==> src/rtl/reg_bank.sv <==
// Two-read/one-write architectural register file with register 0 hardwired to zero.
// Reads are combinational, with optional same-cycle forwarding from the write port.
module reg_bank #(
  parameter int unsigned WIDTH  = 32,
  parameter int unsigned NREG   = 32,
  parameter int unsigned AW     = 5,
  parameter int unsigned BYPASS = 1
) (
  input  logic             clk,
  input  logic             rst,
  input  logic [AW-1:0]    rs,
  input  logic [AW-1:0]    rt,
  input  logic [AW-1:0]    rd,
  input  logic             wr_en,
  input  logic [WIDTH-1:0] wr_data,
  output logic [WIDTH-1:0] rs_data,
  output logic [WIDTH-1:0] rt_data,
  output logic             wr_ack
);

  localparam bit FWD = (BYPASS != 0);

  logic [WIDTH-1:0] regs [NREG];
  logic             wr_commit;

  // A write to address 0 is discarded; reset is handled separately in the register process.
  assign wr_commit = wr_en && (rd != '0);

  // Storage and write acknowledge; reset takes priority over any write.
  always_ff @(posedge clk) begin
    if (rst) begin
      for (int i = 0; i < int'(NREG); i++) begin
        regs[i] <= '0;
      end
      wr_ack <= 1'b0;
    end else begin
      wr_ack <= wr_commit;
      if (wr_commit) begin
        regs[rd] <= wr_data;
      end
    end
  end

  // Forwarding is not gated by rst, so outputs still see the write data in a reset cycle.
  always_comb begin
    rs_data = (rs == '0) ? '0 : regs[rs];
    rt_data = (rt == '0) ? '0 : regs[rt];
    if (FWD && wr_commit && (rd == rs)) begin
      rs_data = wr_data;
    end
    if (FWD && wr_commit && (rd == rt)) begin
      rt_data = wr_data;
    end
  end

endmodule

==> config.mk <==
export PLATFORM = sky130hd
export DESIGN_NAME = reg_bank
export DESIGN_NICKNAME = d
export VERILOG_FILES = /design/src/rtl/reg_bank.sv
export SDC_FILE = /design/constraint.sdc
export NUM_CORES = 2
export LEC_CHECK = 0
export ABC_AREA = 1
export BUFFER_PORTS_ARGS = -buffer_cell sky130_fd_sc_hd__buf_2
export CAP_MARGIN = 10
export CORE_MARGIN = 5
export CORE_UTILIZATION = 50
export CTS_BUF_LIST = sky130_fd_sc_hd__clkbuf_8
export DETAILED_ROUTE_END_ITERATION = 10
export PLACE_DENSITY_LB_ADDON = 0.05
export SLEW_MARGIN = 20
export SYNTH_ARGS = -nofsm -noshare
export SYNTH_HDL_FRONTEND = slang
export SYNTH_SLANG_ARGS = --single-unit
==> constraint.sdc <==
create_clock -name clk -period 3.14 [get_ports clk]
set_clock_uncertainty 0.05 [all_clocks]
set_input_delay 0.314 -clock clk [delete_from_list [all_inputs] [get_ports clk]]
set_output_delay 0.314 -clock clk [all_outputs]
set_load 0.01 [all_outputs]
==> run summary <==
status = completed
Routed WL = 231000 um
vias in the first global route = 49100
largest net degree at the start of global routing = 141
total number of vias = 53200
unrepaired setup endpoints after global routing = false
fin. max-slew vios = 0
Cell Area, Synth = 56200 sq um
xor/xnor share of the synthesized area = 0.00109
pre-CTS setup slack = 0.0653 ns
fin crit share = 0.932
max cap viols = 0
compound-cell area share of the yosys netlist = 0.0877
Total Nets Final = 7091
1st-iter DRT viols = 7766
Synth Area in Simple Gates = 0.305
Worst EP arrival = 2.56 ns
initial antenna violation count = 6
RePlAce Congestion = 0.885
yosys warns = 0
Crit. End Element = output port
setup violators final = 0
Clock Sink Count = 1025
fillers = 10400
vias per cell = 6.13
root buf cell = clkbuf_8
TritonCTS clock tree = yes
Post-Synth Adder-Cell Area = 0
total congestion overflow = 0
final hold vios = 0
Max Freq = 342 MHz
Slew headroom = 0.245
Tmin final = 2.93 ns
Area Growth Syn to Fin = 11.3%
H-Tree Depth = 4
fraction of synthesized area in multiplexers = 0
drc violations = 0
largest family of logic cells by synthesized area = simple AND/OR/NAND/NOR gates
all-layer global routing usage = 0.373
CTS Buf Count = 179
Pre-antenna DRT Iters = 8
CP max FO = 2
Worst Tran Pin Value = 1.13 ns
post-synthesis sequential area ratio = 0.548
# IOs = 115
Die Y = 345 um
layout cells sized above 1 = 0.0892
clk slew on worst S/H paths = 0.06 ns
die area = 119000 sq um
pwr dens = 513 nW/um^2
Max rail drop VDD = 309 uV
Die X = 345 um
setup TNS = 0 ns
Syn Area/Cell = 7.93 sq um
critical path type = reg2out
Initial Utilization = 0.502
cells after synthesis = 7088
ANT nets after route = 0
Worst Setup Start Kind = register
commonest non-fill, non-tap cell in the layout = nor2_1
Synth cell types = 23
# rows = 123
Req. time, crit path = 2.78 ns
final worst-path setup slack = 0.214 ns
most frequent cells in the layout = nor2_1, nand2_1, edfxtp_1, nand3_1, o21ai_0
Max clock buf depth = 3
WL/cell = 26.6 um
Hold Crit Class = in2reg
P_leak = 25.3 nW
IO Port Bufs = 114
register bit count reported by yosys = 1025
post-DP HPWL = 129000 um
core area = 112000 sq um
first-pass GRT wire length = 331000 um
==> per-stage QoR <==
stage	cells	instance area [sq um]	utilization	total power (W)	hold WS (ns)
6_report	8681	62500	0.558	0.0321	0.0627
5_1_grt	8678	62500	0.558	0.0331	0.0607
4_1_cts	8674	62500	0.558	0.0320	0.000245
3_5_place_dp	8341	59200	0.528	0.0210	0.544
3_3_place_gp	8341	59200	0.528	0.0210	0.546
2_1_floorplan	7119	56300	-	0.0190	0.382
==> Yosys cell counts, drive strengths merged <==
cell,n,share of area
a21oi,312,0.028
and2,1,0.00011
buf,122,0.0094
clkbuf,500,0.033
clkinv,2,0.00013
conb,1,0.000067
dfxtp,1,0.00036
edfxtp,1024,0.55
inv,229,0.015
nand2,1725,0.12
nand3,788,0.070
nand4,1,0.00011
nor2,1773,0.12
nor3,9,0.00080
nor4,1,0.00011
o211ai,167,0.022
o21ai,422,0.038
or2,3,0.00033
xnor2,6,0.00094
xor2,1,0.00016
==> logic make-up after synthesis <==
group | count (synthesis)
xor gates and xnor gates | 7
AOI/OAI and AO/OA | 901
and+or+nand+nor | 4301
other | 1
buffers and inverters | 853
DFF | 1025
==> power breakdown <==
group / switching, W / internal, W / total, W
combinational: 0.00347 / 0.00129 / 0.00475
sequential: 0.000342 / 0.0158 / 0.0161
clock: 0.00576 / 0.00540 / 0.0112
==> critical path, stage by stage (launching register included) <==
cell and delay [ns]:
edfxtp_1 0.39, nand2_1 0.09, nand3_1 0.08, nand3_1 0.10
nand2_1 0.06, nor2_1 0.41, nand2_1 0.10, nand3_1 0.21
nand2_1 0.08, buf_2 0.15
==> final cells by class <==
class                   instances  area [sq um]  share of cell area
repair buffers                363          3410              0.0546
multi-input cells            5241         22500               0.359
inverters                     231           892              0.0143
clock buffers                 181          2490              0.0398
diodes                          5          12.5            0.000200
clock inverters               135           602             0.00963
well taps                    1500          1880              0.0300
flip-flops and latches       1025         30800               0.492
==> what timing repair did <==
| action | CTS | global route |
|---|---|---|
| endpoints found under the setup margin | 0 | 1 |
| buffers inserted | 0 | 2 |
| gates resized for setup | 0 | 0 |
| endpoints found under the hold margin | 334 | 0 |
| hold buffers | 17 | 0 |
==> state kept, by name, summed over array words and instances, names as in the netlist <==
name	flops
regs	1024
wr_ack	1
==> path summary, 6_finish.rpt <==
kind,from,end,depth (start not counted)
min,wr_data[9],regs[16][9],4
max,regs[21][25],rs_data[25],9
==> per-layer routing <==
layer / vias up / wire length, um / GRT usage
li1: 23400 / - / -
met1: 25300 / 86700 / 0.508
met2: 3810 / 101000 / 0.563
met3: 742 / 29400 / 0.0846
met4: 4 / 13200 / 0.192
met5: - / 24 / 0
Note: power is estimated with default switching activity, not from simulation.
